$ cat src/rtl/serial_sub_ctrl_pkg.sv
// Shared types for the bit-serial subtractor controller: FSM state encoding
// and the default operand width.
package serial_sub_ctrl_pkg;

  localparam int DEFAULT_WIDTH = 8;

  typedef enum logic [1:0] {
    IDLE = 2'd0,
    RUN  = 2'd1,
    DONE = 2'd2
  } state_t;

endpackage

$ cat src/rtl/serial_sub_ctrl_if.sv
// Requester-side handshake and operand/result bus of the serial subtractor.
// The master drives operands and start; the slave (controller) returns results.
interface serial_sub_ctrl_if #(
  parameter int WIDTH = serial_sub_ctrl_pkg::DEFAULT_WIDTH
);

  logic             start;
  logic [WIDTH-1:0] a;
  logic [WIDTH-1:0] b;
  logic             busy;
  logic             done;
  logic [WIDTH-1:0] diff;
  logic             borrow_out;

  modport master (
    output start, a, b,
    input  busy, done, diff, borrow_out
  );

  modport slave (
    input  start, a, b,
    output busy, done, diff, borrow_out
  );

endinterface

$ cat src/rtl/serial_sub_ctrl_fs.sv
// One-bit full subtractor cell: d = a - b - bin, bout set when the slice borrows.
module serial_sub_ctrl_fs (
  input  logic a,
  input  logic b,
  input  logic bin,
  output logic d,
  output logic bout
);

  assign d    = a ^ b ^ bin;
  assign bout = (~a & (b | bin)) | (b & bin);

endmodule

$ cat src/rtl/serial_sub_ctrl.sv
// Bit-serial subtractor controller: sequences one full-subtractor cell LSB
// first over WIDTH cycles and owns operand/result shift registers and handshake.
module serial_sub_ctrl
  import serial_sub_ctrl_pkg::*;
#(
  parameter int WIDTH = DEFAULT_WIDTH
) (
  input  logic              clk,
  input  logic              rst,
  serial_sub_ctrl_if.slave  bus
);

  localparam int CNT_W = $clog2(WIDTH);

  state_t state, state_nxt;

  logic [WIDTH-1:0] sr_a;
  logic [WIDTH-1:0] sr_b;
  logic [WIDTH-1:0] sr_d;
  logic [WIDTH-1:0] diff_q;
  logic             borrow_q;
  logic             brw;
  logic [CNT_W-1:0] cnt;
  logic             last_bit;
  logic             fs_d;
  logic             fs_bout;

  assign last_bit = (cnt == CNT_W'(WIDTH - 1));

  serial_sub_ctrl_fs u_fs (
    .a    (sr_a[0]),
    .b    (sr_b[0]),
    .bin  (brw),
    .d    (fs_d),
    .bout (fs_bout)
  );

  // NOTE: sequential state uses non-blocking (<=) so every register samples
  // pre-edge values; blocking here would make ordering between blocks matter.
  always_ff @(posedge clk) begin
    if (rst) state <= IDLE;
    else     state <= state_nxt;
  end

  // NOTE: the default assignment first keeps every path assigned, so no latch
  // is inferred when a case arm does not mention state_nxt.
  always_comb begin
    state_nxt = state;
    case (state)
      IDLE:    if (bus.start) state_nxt = RUN;
      RUN:     if (last_bit)  state_nxt = DONE;
      DONE:    state_nxt = IDLE;
      default: state_nxt = IDLE;
    endcase
  end

  // NOTE: these are plain flops, not a memory array, so all of them are reset
  // to give a defined result value after reset or an aborted run.
  always_ff @(posedge clk) begin
    if (rst) begin
      sr_a     <= '0;
      sr_b     <= '0;
      sr_d     <= '0;
      brw      <= 1'b0;
      cnt      <= '0;
      diff_q   <= '0;
      borrow_q <= 1'b0;
    end else begin
      case (state)
        IDLE: begin
          if (bus.start) begin
            sr_a <= bus.a;
            sr_b <= bus.b;
            brw  <= 1'b0;
            cnt  <= '0;
          end
        end
        RUN: begin
          sr_a <= {1'b0, sr_a[WIDTH-1:1]};
          sr_b <= {1'b0, sr_b[WIDTH-1:1]};
          sr_d <= {fs_d, sr_d[WIDTH-1:1]};
          brw  <= fs_bout;
          cnt  <= cnt + 1'b1;
          // The last slice's d bypasses sr_d so the result lands this same edge.
          if (last_bit) begin
            diff_q   <= {fs_d, sr_d[WIDTH-1:1]};
            borrow_q <= fs_bout;
          end
        end
        default: ;
      endcase
    end
  end

  assign bus.busy       = (state == RUN);
  assign bus.done       = (state == DONE);
  assign bus.diff       = diff_q;
  assign bus.borrow_out = borrow_q;

endmodule
$ cat src/flat_wrapper.sv
// flat-port wrapper written by rule: the top's interface ports become plain ports
module serial_sub_ctrl_flat import serial_sub_ctrl_pkg::*;
#(
  parameter int WIDTH = DEFAULT_WIDTH
)
  (clk, rst, bus_start, bus_a, bus_b, bus_busy, bus_done, bus_diff, bus_borrow_out);
  serial_sub_ctrl_if #(.WIDTH(WIDTH)) bus_i ();
  input  logic clk;
  input  logic rst;
  input wire logic [$bits(bus_i.start)-1:0] bus_start;
  input wire logic [$bits(bus_i.a)-1:0] bus_a;
  input wire logic [$bits(bus_i.b)-1:0] bus_b;
  output wire logic [$bits(bus_i.busy)-1:0] bus_busy;
  output wire logic [$bits(bus_i.done)-1:0] bus_done;
  output wire logic [$bits(bus_i.diff)-1:0] bus_diff;
  output wire logic [$bits(bus_i.borrow_out)-1:0] bus_borrow_out;
  assign bus_i.start = bus_start;
  assign bus_i.a = bus_a;
  assign bus_i.b = bus_b;
  assign bus_busy = bus_i.busy;
  assign bus_done = bus_i.done;
  assign bus_diff = bus_i.diff;
  assign bus_borrow_out = bus_i.borrow_out;
  serial_sub_ctrl #(.WIDTH(WIDTH)) u_core (.clk(clk), .rst(rst), .bus(bus_i));
endmodule
$ cat config.mk
export PLATFORM = sky130hd
export DESIGN_NAME = serial_sub_ctrl_flat
export DESIGN_NICKNAME = d
export VERILOG_FILES = /design/src/rtl/serial_sub_ctrl_pkg.sv /design/src/rtl/serial_sub_ctrl_if.sv /design/src/rtl/serial_sub_ctrl_fs.sv /design/src/rtl/serial_sub_ctrl.sv /design/src/flat_wrapper.sv
export SDC_FILE = /design/constraint.sdc
export NUM_CORES = 1
export LEC_CHECK = 0
export ABC_AREA = 1
export CORE_MARGIN = 2
export CORE_UTILIZATION = 38
export DETAILED_ROUTE_END_ITERATION = 7
export GPL_ROUTABILITY_DRIVEN = 0
export PLACE_DENSITY = 0.59
export SLEW_MARGIN = 10
export SYNTH_ARGS = -nofsm -noshare
export SYNTH_HDL_FRONTEND = slang
export SYNTH_SLANG_ARGS = --single-unit
$ cat constraint.sdc
create_clock -name clk -period 3.5 [get_ports clk]
set_input_delay 0.35 -clock clk [delete_from_list [all_inputs] [get_ports clk]]
set_output_delay 0.35 -clock clk [all_outputs]
set_load 0.05 [all_outputs]
; Yosys cells after proc, flatten, opt, wreduce, memory -nomap -nowiden
; Cells that the tools add are included.
[totals]
output_inout_bits = 11
inputBits = 19
register_bits = 39
word_cells = 37
[op_classes]
n_reduce_logical = 5
n_mux = 11
n_addsub = 1
n_eq_ne = 5
bitwise = 7
[op_table]
columns = op, count
row1 = $pmux W8 S2, 2
row2 = $mux W8, 2
row3 = $pmux W3 S2, 1
row4 = $reduce_and A2 Y1, 3
row5 = $mux W2, 2
row6 = $pmux W2 S2, 1
row7 = $add A3 B1 Y3 const B, 1
row8 = $eq A3 B3 Y1 const B, 1
row9 = $mux W3, 1
row10 = $and A1 B1 Y1, 2
row11 = $eq A2 B1 Y1 const B, 1
row12 = $eq A2 B2 Y1 const B, 1
row13 = $logic_not A2 Y1, 1
row14 = $ne A2 B1 Y1 const B, 1
row15 = $ne A2 B2 Y1 const B, 1
row16 = $or A1 B1 Y1, 2
row17 = $pmux W1 S2, 1
row18 = $reduce_bool A2 Y1, 1
row19 = $xor A1 B1 Y1, 2
row20 = $mux W1, 1
row21 = $not A1 Y1, 1

; Depth between registers and ports, before layout
; Gate-level depths: netlist (run 1).
[logic_depth]
depth_word = 4
depth_mapped = 8
mapped_depth_nobuf = 8

; By module
; Synthesis (run 1) repeated with hierarchy kept, for this count alone.
[unflattened]
cells_unflattened = 256
area_unflattened_um2 = 1699.1
[modules_own_cells]
columns = module, n_inst, area_each_um2, seq_area_each_um2, cells_per_inst
row1 = serial_sub_ctrl, 1, 1671.6, 760.7, 253
row2 = serial_sub_ctrl_fs, 1, 27.5, 0.0, 3

; Least setup slack after synthesis (run 1)
; No wires, ideal clock.
[synth_timing]
path_type = register to output
startpoint = register u_core.state[1]
endpoint = output port bus_done
t_required_ps = 3150
n_path_buf = 0
slack_ps = 2066
arrival_time_ps = 1084
stages_incl_launch_ff = 3
path_cell_list = dfxtp_1 inv_2 nor2_1
[synth_between]
elab_chain_len = 1
[synth_lines]
columns = item, line
row1 = "start, declared", serial_sub_ctrl.sv:15  ; state_t state, state_nxt;
row2 = "start signal, assigned", serial_sub_ctrl.sv:42  ; else state <= state_nxt;
row3 = $eq A2 B2 Y1, serial_sub_ctrl.sv:96  ; assign bus.done = (state == DONE);
row4 = "end, declared", flat_wrapper.sv:14  ; output wire logic [$bits(bus_i.done)-1:0] bus_done;
; No other way between the ends.

; Worst setup path in the final report (run 1)
[layout_timing]
startpoint = register u_core.state[0]
endpoint = output port bus_busy
[layout_between]
elab_chain_len = 1
[layout_lines]
columns = item, line
row1 = $eq A2 B1 Y1, serial_sub_ctrl.sv:95  ; assign bus.busy = (state == RUN);
row2 = "end, declared", flat_wrapper.sv:13  ; output wire logic [$bits(bus_i.busy)-1:0] bus_busy;
; No other way between the ends.

==> results.sh, run 1 <==
export IMPL_cts_tree="done"
export IMPL_dr_total_vias=1441
export IMPL_switching_share=0.267
export IMPL_io_pins=30
export IMPL_setup_viol=0
export IMPL_synth_common_cells="nor2_1, nand2_1, dfxtp_1"
export IMPL_synthArstFlopShare=0
export IMPL_startpoint_type="flop"
export IMPL_portBuffers=29
export IMPL_h_tree_depth=2
export IMPL_diodes=0
export IMPL_post_drt_wl_per_cell_um=10.2
export IMPL_critPathArrivalTime_ns=2.12
export IMPL_viasPerCell=4.43
export IMPL_dr_pass1_iters=4
export IMPL_initial_core_util=0.404
export IMPL_drtIter0Drc=86
export IMPL_multi_input_area_um2=752
export IMPL_grt_pass1_wl_mm=6.04
export IMPL_fillers=449
export IMPL_synthTopCellsByArea="dfxtp_1, nor2_1, nand2_1"
export IMPL_synth_edff_count=0
export IMPL_finalSetupTns_ns=0
export IMPL_p_sw_w=0.000233
export IMPL_regArea_um2=761
export IMPL_track_usage=0.154
export IMPL_power_frac_comb=0.136
export IMPL_ys_ff_latch=38
export IMPL_p_per_area_nw_per_um2=429
export IMPL_num_rows=23
export IMPL_p_int_w=0.000640
export IMPL_gr_total_overflow=0
export IMPL_dpl_cell_count=318
export IMPL_hold_viol=0
export IMPL_root_buffer="clkbuf_8"
export IMPL_netlist_cell_type_count=18
export IMPL_worstPathRequired_ns=3.15
export IMPL_synthCells=249
export IMPL_synth_main_ff_cell="dfxtp_1"
export IMPL_antenna_found_initial=0
export IMPL_min_period_over_period=0.705
export IMPL_clock_sinks=38
export IMPL_synth_most_common_cell="nor2_1"
export IMPL_peakVddDrop_v=0.000195
export IMPL_syn_nets=271
export IMPL_drive_above_1_share=0.0582
export IMPL_hold_worst_slack_ns=0.469
export IMPL_die_h_um=70.0
export IMPL_worstMarginPinSlew_ns=0.874
export IMPL_critPathKind="flop to output port"
export IMPL_status="finished clean"
export IMPL_place_hpwl_mm=2.11
export IMPL_endpoint_kind="output port"
export IMPL_fin_nets=297
export IMPL_synth_top_cell_area_share=0.460
export IMPL_grt_setup_unrepaired="no"
export IMPL_grt_max_degree=38
export IMPL_clk_pin_slew_ns=0.08
export IMPL_drc=0
export IMPL_dieWidth_um=70.0
export IMPL_post_cts_buffers=0
export IMPL_final_cells=325
export IMPL_die_area_um2=4890
export IMPL_yosys_warnings=0
export IMPL_ys_seq_area_frac=0.460
export IMPL_p_seq_frac=0.536
export IMPL_period_minus_slack_ns=2.47
export IMPL_fmax_mhz=405
export IMPL_hold_buffers=0
export IMPL_finalWirelength_mm=3.33
export IMPL_clockBufferDepth=2
export IMPL_pre_cts_ws_ns=1.35
export IMPL_place_area_um2=1960
export IMPL_ant_nets=0
export IMPL_ctsResizeCount=0
export IMPL_cts_buffers=5
export IMPL_hp_class="flop to flop"
export IMPL_crit_fanout=37
export IMPL_area_growth_pct=23.1
export IMPL_syn_area_um2=1650
export IMPL_p_clk_frac=0.328
export IMPL_cellLeakagePower_nw=0.955
export IMPL_syn_mean_instance_area_um2=6.64
export IMPL_worstSkewPairLatency_ns=0.29
export IMPL_final_setup_skew_ns=0.00593
export IMPL_finalMaxSlewViolations=0
export IMPL_postLayoutCellArea_um2=2030
export IMPL_core_area_um2=4090
export IMPL_grt_pass1_vias=1327
export IMPL_synth_area_leader_cell="dfxtp_1"
export IMPL_drv_cap=0
export IMPL_layout_setup_ws_ns=1.03
export IMPL_maxSlewHeadroom=0.416
## worst paths after layout
| kind | startpoint | endpoint | slack [ns] | cells past startpoint |
|---|---|---|---|---|
| max | u_core.state[0]$_SDFFE_PP0P_ | bus_busy | 1.03 | 3 |
| min | u_core.bus.diff[7]$_SDFFE_PP0P_ | u_core.bus.diff[7]$_SDFFE_PP0P_ | 0.47 | 2 |
| max reg2reg | u_core.state[0]$_SDFFE_PP0P_ | u_core.sr_b[2]$_SDFFE_PP0P_ | 1.92 | 5 |
| min reg2reg | u_core.bus.diff[7]$_SDFFE_PP0P_ | u_core.bus.diff[7]$_SDFFE_PP0P_ | 0.47 | 2 |
## placed cells by master (no fill, tap or decap), types with 3 or more instances in the layout
cell | Yosys | final
nor2_1 | 74 | 74
nand2_1 | 70 | 70
dfxtp_1 | 38 | 38
clkdlybuf4s50_1 | 0 | 29
inv_1 | 19 | 19
o21ai_0 | 8 | 8
o21ai_1 | 8 | 8
a21oi_1 | 6 | 6
clkbuf_8 | 0 | 5
inv_2 | 3 | 3
nand3_1 | 3 | 3
## worst max-delay path: stages, from the launching register on
cell	delay, ns
dfxtp_1	0.45
nand2_4	0.27
inv_2	0.27
clkdlybuf4s50_1	0.84
## power groups by stage
stage	Clock, W	Sequential (W)	Combinational (W)
after floorplan	0	0.000475	0.0000867
final	0.000287	0.000468	0.000119
after detailed placement	0	0.000477	0.000120
after global placement	0	0.000477	0.000119
after global routing	0.000320	0.000471	0.000137
after CTS	0.000295	0.000468	0.000120
## state kept, by name (all words and copies together) (netlist names)
register	cells
u_core.bus.diff	8
u_core.sr_a	8
u_core.sr_b	8
u_core.sr_d	7
u_core.cnt	3
u_core.state	2
u_core.brw	1
u_core.bus.borrow_out	1
## routing by layer
layer | vias to the layer above | GRT usage | routed length, um
li1 | 797 | - | -
met1 | 611 | 0.201 | 1740
met2 | 26 | 0.233 | 1400
met3 | 7 | 0.0462 | 140
met4 | 0 | 0.0705 | 56
met5 | - | 0 | 0
## kinds of logic (layout without fill, tap and decap cells)
kind of cell / after synthesis / after routing / synth area share
and+or+nand+nor: 153 / 153 / 0.361
DFF: 38 / 38 / 0.460
adders and majority gates: 3 / 3 / 0.0273
buffers and inverters: 33 / 59 / 0.0848
AOI/OAI and AO/OA: 22 / 22 / 0.0666
## through the flow
| stage | total power, W | utilization |
|---|---|---|
| 6_report | 0.000873 | 0.498 |
| 5_1_grt | 0.000928 | 0.498 |
| 4_1_cts | 0.000883 | 0.498 |
| 3_5_place_dp | 0.000597 | 0.479 |
| 3_3_place_gp | 0.000596 | 0.479 |
| 2_1_floorplan | 0.000562 | - |
## final cells by class
type / instances / share of cell area
clock buffer: 5 / 0.0338
timing repair buffer: 30 / 0.146
sequential: 38 / 0.374
inverter: 22 / 0.0406
clock inverter: 2 / 0.00492
tap: 50 / 0.0308
multi-input combinational: 178 / 0.370
Note: power is estimated with default switching activity, not from simulation.
==> run 2, diff against run 1 <==
Clock period 3.5 ns to 2.5 ns, I/O delays scaled along.
==> results.sh, run 2 (synthesis gave the netlist of run 1 again) <==
export IMPL_critPathLaunch="u_core.state[1]$_SDFFE_PP0P_"
export IMPL_root_buffer="clkbuf_8"
export IMPL_hold_start="u_core.sr_a[7]$_SDFFE_PP0P_"
export IMPL_die_area_um2=4890
export IMPL_post_drt_wl_per_cell_um=9.70
export IMPL_final_core_util=0.508
export IMPL_r2r_cells=7
export IMPL_startpoint_type="flop"
export IMPL_finalMaxSlewViolations=0
export IMPL_worstHoldEndpoint="u_core.sr_a[7]$_SDFFE_PP0P_"
export IMPL_crit_fanout=12
export IMPL_min_path_cells=2
export IMPL_dieWidth_um=70.0
export IMPL_drv_cap=0
export IMPL_initial_core_util=0.404
export IMPL_rr_endpoint="u_core.sr_a[5]$_SDFFE_PP0P_"
export IMPL_worstPathRequired_ns=2.25
export IMPL_place_hpwl_mm=2.18
export IMPL_r2r_slack_ns=1.04
export IMPL_place_area_um2=1990
export IMPL_hold_viol=0
export IMPL_postLayoutCellArea_um2=2080
export IMPL_layout_commonest_cell="nor2_1"
export IMPL_peakVddDrop_v=0.000311
export IMPL_diodes=0
export IMPL_core_area_um2=4090
export IMPL_area_growth_pct=25.7
export IMPL_num_rows=23
export IMPL_worstMarginPinSlew_ns=0.502
export IMPL_cellLeakagePower_nw=0.979
export IMPL_dr_pass1_iters=4
export IMPL_mostFrequentLayoutCells="nor2_1, nand2_1, dfxtp_1"
export IMPL_setup_viol=0
export IMPL_hp_class="flop to flop"
export IMPL_maxSlewHeadroom=0.664
export IMPL_drc=0
export IMPL_r2r_start="u_core.state[1]$_SDFFE_PP0P_"
export IMPL_p_per_area_nw_per_um2=605
export IMPL_fin_nets=301
export IMPL_hold_buffers=0
export IMPL_status="finished clean"
export IMPL_grt_setup_unrepaired="no"
export IMPL_finalSetupTns_ns=0
export IMPL_drive_above_1_share=0.0714
export IMPL_dr_total_vias=1453
export IMPL_endpoint_kind="output port"
export IMPL_layout_setup_ws_ns=0.452
export IMPL_critPathKind="flop to output port"
export IMPL_track_usage=0.144
export IMPL_cts_tree="done"
export IMPL_fmax_mhz=488
export IMPL_clock_sinks=38
export IMPL_worstSkewPairLatency_ns=0.28
export IMPL_grt_pass1_wl_mm=5.71
export IMPL_period_minus_slack_ns=2.05
export IMPL_critPathArrivalTime_ns=1.80
export IMPL_ctsResizeCount=0
export IMPL_die_h_um=70.0
export IMPL_io_pins=30
export IMPL_gr_total_overflow=0
export IMPL_post_cts_buffers=0
export IMPL_final_setup_skew_ns=0.00193
export IMPL_grt_pass1_vias=1317
export IMPL_h_tree_depth=2
export IMPL_min_period_over_period=0.819
export IMPL_clk_pin_slew_ns=0.07
export IMPL_portBuffers=29
export IMPL_viasPerCell=4.40
export IMPL_finalWirelength_mm=3.20
export IMPL_grt_max_degree=37
export IMPL_clockBufferDepth=2
export IMPL_hold_worst_slack_ns=0.465
export IMPL_antenna_found_initial=0
export IMPL_cts_buffers=5
export IMPL_drtIter0Drc=90
export IMPL_pre_cts_ws_ns=0.747
export IMPL_ant_nets=0
[run 2: layout make-up]
type,instances,area [um2]
Clock buffer,7,86.3
Sequential cell,38,761
Timing Repair Buffer,34,328
Clock inverter,1,5.00
Fill cell,437,2010
Tap cell,50,62.6
Inverter,22,82.6
Multi-Input combinational cell,178,752
[run 2: report_power, final]
| group | switching (W) | total (W) | leakage, nW | internal, W |
|---|---|---|---|---|
| logic | 0.0000965 | 0.000172 | 0.619 | 0.0000754 |
| clock network | 0.000208 | 0.000430 | 0.0482 | 0.000222 |
| registers | 0.0000156 | 0.000654 | 0.312 | 0.000639 |
| total | 0.000320 | 0.00126 | 0.979 | 0.000937 |
[run 2: through the flow]
stage | power, W | cells
3_3_place_gp | 0.000841 | 322
3_5_place_dp | 0.000843 | 322
2_1_floorplan | 0.000786 | 249
6_report | 0.00126 | 330
4_1_cts | 0.00127 | 330
5_1_grt | 0.00133 | 330
[run 2: layer usage]
metal	wire length, um	vias to the layer above	track usage	part of all wire
li1	-	805	-	-
met1	1630	620	0.182	0.51
met2	1390	21	0.230	0.43
met3	115	7	0.0404	0.036
met4	65	0	0.0641	0.020
met5	0	-	0	0
[run 2: worst max-delay path: stages (launching register included)]
cell             delay [ns]
dfxtp_1                0.34
inv_2                  0.12
nand2_4                0.06
inv_2                  0.16
clkdlybuf4s50_1        0.83
[run 2: how the worst max path moves through the flow]
stage | to | slack [ns]
after floorplan | bus_done | 1.17
after global placement | bus_busy | 0.78
after detailed placement | bus_busy | 0.75
after CTS | bus_busy | 0.43
after global routing | bus_busy | 0.36
final | bus_busy | 0.45
==> run 3, diff against run 2 <==
Settings changed: PLACE_DENSITY 0.59 to 0.61.
Clock period 2.5 ns to 1.8 ns, I/O delays scaled along.
==> results.sh, run 3 (synthesis gave the netlist of run 1 again) <==
export IMPL_finalSetupTns_ns=0
export IMPL_dieWidth_um=70.0
export IMPL_slowest_delay_ns=0.80
export IMPL_hold_worst_slack_ns=0.468
export IMPL_worstSkewPairLatency_ns=0.29
export IMPL_cts_tree="done"
export IMPL_period_minus_slack_ns=1.61
export IMPL_clk_pin_slew_ns=0.08
export IMPL_die_h_um=70.0
export IMPL_hp_class="input port to flop"
export IMPL_grt_max_degree=32
export IMPL_crit_chain="clkdlybuf4s50_1"
export IMPL_hold_viol=0
export IMPL_fmax_mhz=622
export IMPL_worstMarginPinSlew_ns=0.492
export IMPL_final_core_util=0.509
export IMPL_critPathArrivalTime_ns=1.43
export IMPL_peakVddDrop_v=0.000465
export IMPL_grt_pass1_vias=1374
export IMPL_clockBufferDepth=2
export IMPL_grt_pass1_wl_mm=5.81
export IMPL_finalWirelength_mm=3.27
export IMPL_viasPerCell=4.39
export IMPL_drtIter0Drc=65
export IMPL_post_cts_buffers=0
export IMPL_crit_buf_inv=1
export IMPL_area_growth_pct=25.9
export IMPL_finalMaxSlewViolations=0
export IMPL_ant_nets=0
export IMPL_status="finished clean"
export IMPL_num_rows=23
export IMPL_clock_sinks=38
export IMPL_layout_commonest_cell="nor2_1"
export IMPL_dr_total_vias=1444
export IMPL_portBuffers=29
export IMPL_cts_buffers=5
export IMPL_setup_viol=0
export IMPL_initial_core_util=0.404
export IMPL_drv_cap=0
export IMPL_p_per_area_nw_per_um2=845
export IMPL_gr_total_overflow=0
export IMPL_startpoint_type="flop"
export IMPL_h_tree_depth=2
export IMPL_mostFrequentLayoutCells="nor2_1, nand2_1, dfxtp_1"
export IMPL_min_period_over_period=0.893
export IMPL_fin_nets=300
export IMPL_place_hpwl_mm=2.14
export IMPL_grt_setup_unrepaired="no"
export IMPL_drc=0
export IMPL_post_drt_wl_per_cell_um=9.94
export IMPL_ctsResizeCount=0
export IMPL_die_area_um2=4890
export IMPL_antenna_found_initial=0
export IMPL_drive_above_1_share=0.0789
export IMPL_core_area_um2=4090
export IMPL_root_buffer="clkbuf_8"
export IMPL_hold_buffers=0
export IMPL_io_pins=30
export IMPL_crit_slowest_cell="clkdlybuf4s50_1"
export IMPL_track_usage=0.146
export IMPL_critPathKind="flop to output port"
export IMPL_crit_family="buffers and inverters"
export IMPL_maxSlewHeadroom=0.671
export IMPL_worstPathRequired_ns=1.62
export IMPL_diodes=0
export IMPL_dr_pass1_iters=4
export IMPL_crit_fanout=2
export IMPL_cellLeakagePower_nw=0.980
export IMPL_final_setup_skew_ns=0.00633
export IMPL_endpoint_kind="output port"
-- run 3: routing by layer --
layer / global-route usage / up-vias / part of all wire
met3: 0.0447 / 6 / 0.039
met4: 0.0449 / 0 / 0.013
met2: 0.238 / 20 / 0.43
li1: - / 806 / -
met5: 0 / - / 0
met1: 0.185 / 612 / 0.52
-- run 3: power breakdown --
part | internal [W] | switching, W
combinational | 0.000105 | 0.000135
clock | 0.000308 | 0.000302
sequential | 0.000887 | 0.0000220
-- run 3: worst paths after layout --
| check | slack [ns] | to | from | cells after the start |
|---|---|---|---|---|
| worst max-delay path | 0.19 | bus_diff[7] | u_core.bus.diff[7]$_SDFFE_PP0P_ | 1 |
| worst min-delay path | 0.47 | u_core.sr_b[7]$_SDFFE_PP0P_ | bus_b[7] | 3 |
| worst max register to register | 0.42 | u_core.bus.borrow_out$_SDFFE_PP0P_ | u_core.cnt[0]$_SDFFE_PP0P_ | 6 |
| worst min register to register | 0.47 | u_core.cnt[1]$_SDFFE_PP0P_ | u_core.cnt[1]$_SDFFE_PP0P_ | 2 |
-- run 3: stage by stage --
stage	cells	cell area, um2	setup slack [ns]	total power (W)
floorplan	249	1650	0.536	0.00109
global placement	321	1990	0.431	0.00117
detailed placement	321	1990	0.420	0.00117
CTS	329	2080	0.170	0.00178
global route	329	2080	0.0978	0.00185
finish	329	2080	0.193	0.00176
-- run 3: layout make-up --
| cell class | instances | area, um2 |
|---|---|---|
| clock inverters | 2 | 12.5 |
| inverters | 22 | 82.6 |
| flip-flops and latches | 38 | 761 |
| well taps | 50 | 62.6 |
| clock buffers | 6 | 82.6 |
| multi-input cells | 178 | 752 |
| fillers | 422 | 2010 |
| repair buffers | 33 | 328 |
